### src/rtl/mire_writer.sv
// mire_writer: Wishbone classic write master that fills an SDRAM framebuffer
// with a grid test pattern (white grid lines on black), one 32-bit word per
// pixel, row-major from ADR_BASE, with GAP idle cycles after every write so a
// display reader sharing the SDRAM port is never starved.
//
// Ports:
//   wshb_clk, wshb_rst_n  clock, asynchronous active-low reset
//   start                 one-cycle frame request (ignored while busy)
//   loop                  sampled at frame end: 1 restart, 0 stop
//   busy                  high while a frame (or looping frames) is running
//   frame_done            one-cycle pulse after the last pixel is acknowledged
//   cyc, stb, we, sel,
//   cti, bte, adr, dat_ms Wishbone master outputs (write only, classic cycles)
//   ack                   Wishbone slave acknowledge
module mire_writer #(
  parameter int unsigned HDISP    = 800,
  parameter int unsigned VDISP    = 480,
  parameter int unsigned GRID     = 16,
  parameter int unsigned GAP      = 16,
  parameter logic [31:0] ADR_BASE = 32'h0000_0000
) (
  input  logic        wshb_clk,
  input  logic        wshb_rst_n,
  input  logic        start,
  input  logic        loop,
  output logic        busy,
  output logic        frame_done,
  output logic        cyc,
  output logic        stb,
  output logic        we,
  output logic [3:0]  sel,
  output logic [2:0]  cti,
  output logic [1:0]  bte,
  output logic [31:0] adr,
  output logic [31:0] dat_ms,
  input  logic        ack
);

  localparam int unsigned XW = (HDISP > 1) ? $clog2(HDISP) : 1;
  localparam int unsigned YW = (VDISP > 1) ? $clog2(VDISP) : 1;
  localparam int unsigned GW = (GAP > 0) ? $clog2(GAP + 1) : 1;
  localparam bit          HAS_GAP = (GAP != 0);

  localparam logic [1:0] S_IDLE = 2'd0;
  localparam logic [1:0] S_REQ  = 2'd1;
  localparam logic [1:0] S_GAP  = 2'd2;

  logic [1:0]    r_state;
  logic [1:0]    w_state_nxt;
  logic [XW-1:0] r_x;
  logic [YW-1:0] r_y;
  logic [XW-1:0] w_x_nxt;
  logic [YW-1:0] w_y_nxt;
  logic [GW-1:0] r_gap_cnt;
  logic [31:0]   r_adr;
  logic [31:0]   r_dat;
  logic          r_cyc;
  logic          r_busy;
  logic          r_frame_done;
  logic          w_last_x;
  logic          w_last;
  logic          w_load;
  logic          w_adv;
  logic          w_done;
  logic          w_gap_load;
  logic          w_white;

  assign w_last_x = (r_x == XW'(HDISP - 1));
  assign w_last   = w_last_x && (r_y == YW'(VDISP - 1));

  // Next-state and control decode
  always_comb begin
    w_state_nxt = r_state;
    w_load      = 1'b0;
    w_adv       = 1'b0;
    w_done      = 1'b0;
    w_gap_load  = 1'b0;
    case (r_state)
      S_IDLE: begin
        if (start) begin
          w_state_nxt = S_REQ;
          w_load      = 1'b1;
        end
      end
      S_REQ: begin
        if (ack) begin
          if (w_last) begin
            w_done = 1'b1;
            if (loop) begin
              w_load      = 1'b1;
              w_gap_load  = HAS_GAP;
              w_state_nxt = HAS_GAP ? S_GAP : S_REQ;
            end else begin
              w_state_nxt = S_IDLE;
            end
          end else begin
            w_adv       = 1'b1;
            w_gap_load  = HAS_GAP;
            w_state_nxt = HAS_GAP ? S_GAP : S_REQ;
          end
        end
      end
      S_GAP: begin
        if (r_gap_cnt <= GW'(1)) w_state_nxt = S_REQ;
      end
      default: w_state_nxt = S_IDLE;
    endcase
  end

  // Pixel coordinate of the next write: origin, raster-advanced, or held
  always_comb begin
    w_x_nxt = r_x;
    w_y_nxt = r_y;
    if (w_load) begin
      w_x_nxt = '0;
      w_y_nxt = '0;
    end else if (w_adv) begin
      if (w_last_x) begin
        w_x_nxt = '0;
        w_y_nxt = r_y + YW'(1);
      end else begin
        w_x_nxt = r_x + XW'(1);
      end
    end
  end

  // GRID is a power of two, so the modulo reduces to a mask
  assign w_white = ((32'(w_x_nxt) & 32'(GRID - 1)) == 32'd0) ||
                   ((32'(w_y_nxt) & 32'(GRID - 1)) == 32'd0);

  // State register
  always_ff @(posedge wshb_clk or negedge wshb_rst_n) begin
    if (!wshb_rst_n) r_state <= S_IDLE;
    else             r_state <= w_state_nxt;
  end

  // Datapath and registered outputs; address advances incrementally
  always_ff @(posedge wshb_clk or negedge wshb_rst_n) begin
    if (!wshb_rst_n) begin
      r_x          <= '0;
      r_y          <= '0;
      r_gap_cnt    <= '0;
      r_adr        <= ADR_BASE;
      r_dat        <= '0;
      r_cyc        <= 1'b0;
      r_busy       <= 1'b0;
      r_frame_done <= 1'b0;
    end else begin
      r_x          <= w_x_nxt;
      r_y          <= w_y_nxt;
      r_cyc        <= (w_state_nxt == S_REQ);
      r_busy       <= (w_state_nxt != S_IDLE);
      r_frame_done <= w_done;
      if (w_gap_load)             r_gap_cnt <= GW'(GAP);
      else if (r_state == S_GAP)  r_gap_cnt <= r_gap_cnt - GW'(1);
      if (w_load)                 r_adr <= ADR_BASE;
      else if (w_adv)             r_adr <= r_adr + 32'd4;
      if (w_load || w_adv)        r_dat <= w_white ? 32'h00FF_FFFF : 32'h0000_0000;
    end
  end

  assign cyc        = r_cyc;
  assign stb        = r_cyc;
  assign busy       = r_busy;
  assign frame_done = r_frame_done;
  assign adr        = r_adr;
  assign dat_ms     = r_dat;
  assign we         = 1'b1;
  assign sel        = 4'b1111;
  assign cti        = 3'b000;
  assign bte        = 2'b00;

endmodule
### config.mk
export PLATFORM = sky130hd
export DESIGN_NAME = mire_writer
export DESIGN_NICKNAME = d
export VERILOG_FILES = /design/src/rtl/mire_writer.sv
export SDC_FILE = /design/constraint.sdc
export NUM_CORES = 1
export LEC_CHECK = 0
export BUFFER_PORTS_ARGS = -buffer_cell sky130_fd_sc_hd__buf_2
export CAP_MARGIN = 20
export CORE_MARGIN = 1
export CORE_UTILIZATION = 25
export CTS_CLUSTER_DIAMETER = 40
export DETAILED_ROUTE_END_ITERATION = 16
export GPL_ROUTABILITY_DRIVEN = 0
export PLACE_DENSITY = 0.49
export SLEW_MARGIN = 15
export SYNTH_ARGS = -nofsm -noshare
export SYNTH_HDL_FRONTEND = slang
export SYNTH_SLANG_ARGS = --single-unit
### constraint.sdc
create_clock -name wshb_clk -period 2.1 [get_ports wshb_clk]
set_input_delay 0 -clock wshb_clk [delete_from_list [all_inputs] [get_ports wshb_clk]]
set_output_delay 0 -clock wshb_clk [all_outputs]
set_load 0.005 [all_outputs]
# ---- Yosys cells after proc, flatten, opt, wreduce, memory -nomap -nowiden
# Index checks and enable logic that the tools add are counted.
dict set report word_totals {
  reg_bits 93
  output_inout_bits 78
  word_cells 63
}
dict set report classes {
  n_addsub 4
  order_cmp 1
  eq_ne 5
  muxes 31
  reduce_logical 11
}
# cell n
set op_table {}
lappend op_table {{$logic_not A32 Y1} 2}
lappend op_table {{$mux W32} 2}
lappend op_table {{$add A32 B3 Y32 const B} 1}
lappend op_table {{$mux W10} 3}
lappend op_table {{$mux W9} 3}
lappend op_table {{$mux W24} 1}
lappend op_table {{$mux W1} 13}
lappend op_table {{$add A10 B1 Y10 const B} 1}
lappend op_table {{$eq A10 B10 Y1 const B} 1}
lappend op_table {{$mux W2} 5}
lappend op_table {{$mux W5} 2}
lappend op_table {{$add A9 B1 Y9 const B} 1}
lappend op_table {{$eq A9 B9 Y1 const B} 1}
lappend op_table {{$reduce_bool A2 Y1} 4}
lappend op_table {{$pmux W2 S3} 1}
lappend op_table {{$le A5 B1 Y1 const B} 1}
lappend op_table {{$sub A5 B1 Y5 const B} 1}
lappend op_table {{$eq A2 B1 Y1 const B} 2}
lappend op_table {{$eq A2 B2 Y1 const B} 1}
lappend op_table {{$logic_not A2 Y1} 1}
lappend op_table {{$logic_or A1 B1 Y1} 2}
lappend op_table {{$pmux W1 S2} 1}
lappend op_table {{$reduce_and A2 Y1} 1}
lappend op_table {{$logic_and A1 B1 Y1} 1}

# ---- Depth between registers and ports, before layout
# Gate-level depths: netlist of the first run.
dict set report logic_depth {
  depth_word 10
  depth_mapped 9
  mapped_depth_nobuf 7
}

# ---- Least setup slack after synthesis of the first run
# No wires, ideal clock.
dict set report synth_path {
  kind {reg-to-reg}
  start {register r_x[0]}
  end {register r_x[8]}
  setup_time_ns 0.121
  t_arrival_ns 1.835
  slack_ns 0.144
  stages_incl_launch_ff 10
  n_path_buf 2
  period_less_slack_ns 1.956
  path_cell_list {dfrtp_1 -> ha_1 -> and4_1 -> buf_4 -> and4_4 -> nand2_2 -> o22ai_2 -> buf_4 -> o2bb2ai_1 -> a22o_1}
}
dict set report synth_between {
  elab_chain_len 6
  word_cells_on_any_way 13
}
# item line_no
set synth_lines {}
lappend synth_lines {{start, declared} 50} ;# logic [XW-1:0] r_x;
lappend synth_lines {{start signal, assigned} 149} ;# r_x <= w_x_nxt;
lappend synth_lines {{branches (longest 6 deep; another with $add A10 B1 Y10)} n/a}
# Several ways; the timed one is not identified. The select of a mux whose other input is x is not followed.
# A chain may end at the register's enable or synchronous reset.

# ---- Worst setup path in the final report of the first run
dict set report layout_path {
  start {register r_y[1]}
  end {register r_adr[12] (netlist: adr[12])}
}
dict set report layout_between {
  elab_chain_len 6
  word_cells_on_any_way 10
}
# item line_no
set layout_lines {}
lappend layout_lines {{start, declared} 51} ;# logic [YW-1:0] r_y;
lappend layout_lines {{start signal, assigned} 150} ;# r_y <= w_y_nxt;
lappend layout_lines {{$eq A9 B9 Y1 (*)} 69} ;# assign w_last = w_last_x && (r_y == YW'(VDISP - 1));
lappend layout_lines {{$logic_and A1 B1 Y1 (*)} 69}
lappend layout_lines {{$mux W1} 87} ;# if (w_last) begin
lappend layout_lines {{$mux W1} 86} ;# if (ack) begin
lappend layout_lines {{$pmux W1 S2 or $mux W1 (tied branches)} 78} ;# case (r_state)
lappend layout_lines {{$mux W32 or $reduce_bool A2 Y1 (tied branches)} n/a}
lappend layout_lines {{end signal, assigned} 157} ;# else if (w_adv) r_adr <= r_adr + 32'd4;
lappend layout_lines {{end, declared} 55} ;# logic [31:0] r_adr;
# Every way passes the cells marked *; elsewhere a longest branch is shown, timed or not.

==> results of run 1 <==
==> layout make-up <==
class | instances | area (um2) | share of cell area
clock buffers | 10 | 229 | 0.0534
clock inverters | 5 | 77.6 | 0.0181
inverters | 7 | 26.3 | 0.00613
multi-input cells | 280 | 1710 | 0.398
flip-flops and latches | 60 | 1500 | 0.350
well taps | 176 | 220 | 0.0514
repair buffers | 87 | 526 | 0.123
==> power by group through the flow <==
stage / Sequential [W] / Clock, W / Combinational [W]
floorplan: 0.00144 / 0 / 0.000857
global placement: 0.00146 / 0 / 0.00103
detailed placement: 0.00146 / 0 / 0.00103
CTS: 0.00145 / 0.00159 / 0.00103
global route: 0.00148 / 0.00165 / 0.00117
finish: 0.00145 / 0.00156 / 0.00103
==> path summary, 6_finish.rpt <==
check / end / cells after the start / start
worst max-delay path: adr[12]$_DFFE_PN0P_ / 7 / r_y[1]$_DFF_PN0_
min in group asynchronous: adr[5]$_DFFE_PN0P_ / 3 / wshb_rst_n
worst min register to register: r_x[6]$_DFFE_PN0P_ / 1 / r_x[6]$_DFFE_PN0P_
max in group asynchronous: r_y[2]$_DFF_PN0_ / 3 / wshb_rst_n
worst min-delay path: r_gap_cnt[4]$_DFFE_PN0P_ / 4 / loop
worst max register to register: adr[12]$_DFFE_PN0P_ / 7 / r_y[1]$_DFF_PN0_
==> metrics by stage <==
step                setup slack, ns  setup TNS, ns  hold slack, ns  cell area, um2
floorplan                     0.144              0          -0.296            3590
global placement              0.149              0          0.0557            3920
detailed placement            0.102              0          0.0423            3920
CTS                          0.0884              0          0.0414            4240
global route               -0.00404       -0.00404          0.0700            4290
finish                        0.115              0          0.0408            4290
==> registers in the layout, summed over array words and instances (netlist names) <==
register / count
adr: 30
r_x: 10
cyc: 1
r_gap_cnt: 5
r_y: 9
busy: 1
r_state: 2
frame_done: 1
dat_ms: 1
==> synth_stat cells, drive strengths merged (3+ instances only) <==
cell	count	share of area
a21oi	11	0.018
a31oi	5	0.0089
and3	10	0.018
and4	8	0.021
buf	54	0.11
dfrtp	60	0.43
ha	5	0.018
inv	7	0.0075
nand2	32	0.035
nand2b	3	0.0053
nand3	22	0.031
nand3b	3	0.010
nand4	10	0.024
nor2	57	0.062
nor3	16	0.029
nor4	4	0.0071
o211ai	3	0.0078
o21ai	11	0.017
or2	4	0.0071
or3	3	0.0053
xnor2	23	0.057
xor2	15	0.037
==> worst max-delay path: stages (launching register included) <==
cell     delay (ns)
dfrtp_1        0.41
ha_2           0.24
nand4_1        0.21
or2_4          0.33
o211a_2        0.31
and3_1         0.20
xnor2_1        0.13
nor2_1         0.05
==> cells in the final DEF (no fill, tap or decap), types with 9 or more instances in the layout <==
cell	count
a21oi_1	9
and3_1	10
buf_2	62
buf_4	22
clkbuf_16	9
conb_1	20
dfrtp_1	60
nand2_1	31
nand3_1	22
nor2_1	55
nor3_1	13
o21ai_0	9
xnor2_1	23
xor2_1	15
==> per-layer routing <==
layer  wire (um)  share of wire  global-route usage
met5           0              0                   0
met2        3630           0.46               0.179
met3         260          0.033              0.0198
met1        3890           0.49               0.156
met4         184          0.023              0.0648
==> what timing repair did <==
action                     CTS  global route
gates resized for setup      0             8
setup buffers                0             2
hold endpoints to repair    60             0
setup endpoints to repair    0            35
hold buffers                 1             0
==> cells by family after synthesis <==
| kind of cell | share of synthesized area |
|---|---|
| compound gates | 0.0761 |
| xor+xnor | 0.0946 |
| fa+ha+maj | 0.0178 |
| buf+inv | 0.119 |
| flops | 0.427 |
| other cells | 0.00213 |
| simple gates | 0.264 |
==> impl_metrics.toml, run 1 <==
[placement]
dp.cells = 607
port_buffers = 62
place_hpwl_um = 5560

[synth]
syn_area_mm2 = 0.00352
synth-edff-count = 0
dominantRegCellSynth = "dfrtp_1"
syn_area_per_cell_um2 = 9.14
yosysWarnings = 0
yosysSeqAreaShare = 0.427
ys_ff_latch = 60
yosysUniqueCellTypes = 50
synth_cells = 385
synthArstFlopShare = 1.00

[floorplanning]
core_area_mm2 = 0.0135
io_pins = 83
row_count = 42
initial_core_util = 0.261
die_x_um = 121
die_area_mm2 = 0.0146
die_h_um = 121

[clocking]
cts_tree = "built"
numCtsBuffers = 9
path_clk_slew_ns = 0.06
clock_latency_ns = 0.34
cts_root_buffer = "clkbuf_16"
cts.sinks = 60
htree_levels = 3
ctsLongestPathBuffers = 2

[pwr]
power.switching_w = 0.00126
switching_share = 0.311
pwr-share-clk = 0.387
combPwrFrac = 0.254
p_leak_nw = 2.00
vdd_drop_max_mv = 0.353
seqPwrFrac = 0.359
p_per_area_mw_per_mm2 = 942
power.internal_w = 0.00278
finalPower_w = 0.00404

[global_route]
grt_antenna_before_repair = 0
grt_pass1_wl_um = 13100
overflow = 0
grt_pass1_vias = 2507
grt_max_degree = 61
grt_usage = 0.117

[detailed_routing]
vias = 2776
firstDrtPassIters = 4
avgRoutedWirePerCell_um = 12.7
drc = 0
drtAntennaViolNets = 0
drt-initial-drc-count = 116
vias_per_cell = 4.44
drt-total-wl_um = 7970

[sta]
finalCriticalPeriod_ns = 1.98
drv_slew = 0
max_freq_mhz = 504
setup_viol = 0
hold_viol_final = 0
rsz0062_at_grt = "true"
worstMarginPinSlew_ns = 0.546
finClkSkew_ns = 0.00973
slew_headroom = 0.636
finalCritPeriodShare = 0.945

[finish]
syn2layout_area_growth_pct = 21.8
instances_no_fill = 625
n_antenna_cell = 0
drive_gt1_frac = 0.269
final_util = 0.317
fillCellCount = 1392
nets = 455

[critical_path]
start_kind = "flop"
cp.required_ns = 2.33
critPathArrivalTime_ns = 2.21
worstSetupEndpointType = "flop"
crit_type = "flop to flop"
crit_fanout = 6
reg2reg_slack_ns = 0.12

[worst_hold_path]
min_path_type = "input port to flop"

[run_status]
status = "finished, final reports clean"

[job]
max-cap-violations = 0
Note: power is estimated with default switching activity, not from simulation.
==> inputs of run 2 (changes only) <==
Settings changed: CORE_ASPECT_RATIO set to 2, CTS_BUF_LIST set to sky130_fd_sc_hd__clkbuf_16.
==> run 2 against run 1 <==
Against the previous run: critical endpoint unchanged; largest cell class unchanged; clock power about the same; sequential cell count unchanged; combinational power about the same; hold slack better by 0.019 ns; wire length up 6.7%; maximum frequency down 1.0%.
==> impl_metrics.toml, run 2 (synthesis gave the netlist of run 1 again) <==
[global_route]
grt_pass1_vias = 2897
overflow = 0
grt_antenna_before_repair = 0
grt_max_degree = 29
grt_usage = 0.126
grt_pass1_wl_um = 14300

[sta]
rsz0062_at_grt = "false"
finClkSkew_ns = 0.00946
drv_slew = 0
finalCritPeriodShare = 0.955
finalWorstSetupSlack_ns = 0.0949
fin_setup_tns_ns = 0
finalCriticalPeriod_ns = 2.01
setup_viol = 0
hold_ws_ns = 0.0596
max_freq_mhz = 499
worstMarginPinSlew_ns = 0.625
hold_viol_final = 0
slew_headroom = 0.583

[floorplanning]
die_h_um = 170
die_area_mm2 = 0.0146
core_area_mm2 = 0.0138
row_count = 61
die_x_um = 85.9
io_pins = 83
initial_core_util = 0.255

[finish]
layout_commonest_cell = "buf_2"
largest_reg_flops = 30
fillCellCount = 1441
nets = 469
drive_gt1_frac = 0.293
multi_input_area_mm2 = 0.00172
final_cell_mix = "buf_2 (62), dfrtp_1 (59), nor2_1 (55)"
syn2layout_area_growth_pct = 25.3
final-seq-area_mm2 = 0.00150
n_antenna_cell = 0

[clocking]
clock_latency_ns = 0.33
htree_levels = 3
ctsLongestPathBuffers = 2
cts_tree = "built"
cts_root_buffer = "clkbuf_16"
numCtsBuffers = 9
cts.sinks = 60
path_clk_slew_ns = 0.06

[pwr]
finalPower_w = 0.00402
seqPwrFrac = 0.357
p_per_area_mw_per_mm2 = 912
pwr-share-clk = 0.384
vdd_drop_max_mv = 0.419
power.internal_w = 0.00278
power.switching_w = 0.00124
p_leak_nw = 2.06
combPwrFrac = 0.259
switching_share = 0.309

[worst_hold_path]
min_path_type = "input port to flop"

[critical_path]
start_kind = "flop"
worstSetupEndpointType = "flop"
crit_fanout = 7
critPathArrivalTime_ns = 2.22
crit_path_top_delay_cell = "dfrtp_1"
slowest_delay_ns = 0.38
cp.required_ns = 2.31
crit_type = "flop to flop"
crit_chain = "ha_2, and4_4, nand4_4, buf_4, o211a_4, and3_1, xnor2_1, nor2_1"

[detailed_routing]
vias = 2859
avgRoutedWirePerCell_um = 13.0
drt-initial-drc-count = 129
drt-total-wl_um = 8500
drtAntennaViolNets = 0
firstDrtPassIters = 4
vias_per_cell = 4.38
drc = 0

[placement]
place_hpwl_um = 6350
port_buffers = 62
dp_slack_ns = 0.0503

[job]
max-cap-violations = 0

[run_status]
status = "finished, final reports clean"
[run 2: per-layer routing]
metal	wire length (um)	global-route usage	vias up
met5	0	0	-
met4	196	0.0645	0
met3	227	0.0229	10
met2	4730	0.235	56
met1	3350	0.132	1395
li1	-	-	1398
[run 2: through the flow]
stage / instances / util / instance area [um2]
6_report: 653 / 0.319 / 4410
5_1_grt: 653 / 0.319 / 4410
4_1_cts: 647 / 0.312 / 4300
3_5_place_dp: 630 / 0.289 / 3990
3_3_place_gp: 630 / 0.289 / 3990
2_1_floorplan: 403 / - / 3590
[run 2: final cells by class]
class                           instances  area share
Inverter                                7     0.00596
Multi-Input combinational cell        280       0.389
Tap cell                              189      0.0536
Sequential cell                        60       0.341
Timing Repair Buffer                  101       0.141
Clock inverter                          7      0.0184
Clock buffer                            9      0.0511
[run 2: repair_timing]
item,CTS,global route
hold buffers,1,0
gates resized for setup,0,12
hold endpoints to repair,26,0
endpoints found under the setup margin,0,54
buffers inserted,0,6
[run 2: path summary, 6_finish.rpt]
path                                               start                       end  slack (ns)  cells after the start
worst max-delay path                    r_x[1]$_DFF_PN0_       adr[12]$_DFFE_PN0P_        0.09                      8
worst min-delay path                                loop  r_gap_cnt[4]$_DFFE_PN0P_        0.06                      4
worst max register to register          r_x[1]$_DFF_PN0_       adr[12]$_DFFE_PN0P_        0.09                      8
worst min register to register  r_gap_cnt[4]$_DFFE_PN0P_  r_gap_cnt[4]$_DFFE_PN0P_        0.55                      2
max in group asynchronous                     wshb_rst_n        r_x[5]$_DFFE_PN0P_        1.14                      3
min in group asynchronous                     wshb_rst_n       adr[20]$_DFFE_PN0P_        0.22                      2
[run 2: power by group through the flow]
| stage | registers, W | logic, W | clock network, W |
|---|---|---|---|
| after CTS | 0.00144 | 0.00106 | 0.00158 |
| final | 0.00143 | 0.00104 | 0.00154 |
| after floorplan | 0.00144 | 0.000857 | 0 |
| after detailed placement | 0.00146 | 0.00105 | 0 |
| after global routing | 0.00147 | 0.00120 | 0.00162 |
| after global placement | 0.00145 | 0.00106 | 0 |
[run 2: worst max-delay path: cells and delay by family (launching register included)]
| kind | cells | cell delay, ns |
|---|---|---|
| and+or+nand+nor | 4 | 0.70 |
| DFF | 1 | 0.38 |
| adders and majority gates | 1 | 0.20 |
| AOI/OAI and AO/OA | 1 | 0.27 |
| xor gates and xnor gates | 1 | 0.14 |
| buffers and inverters | 1 | 0.20 |
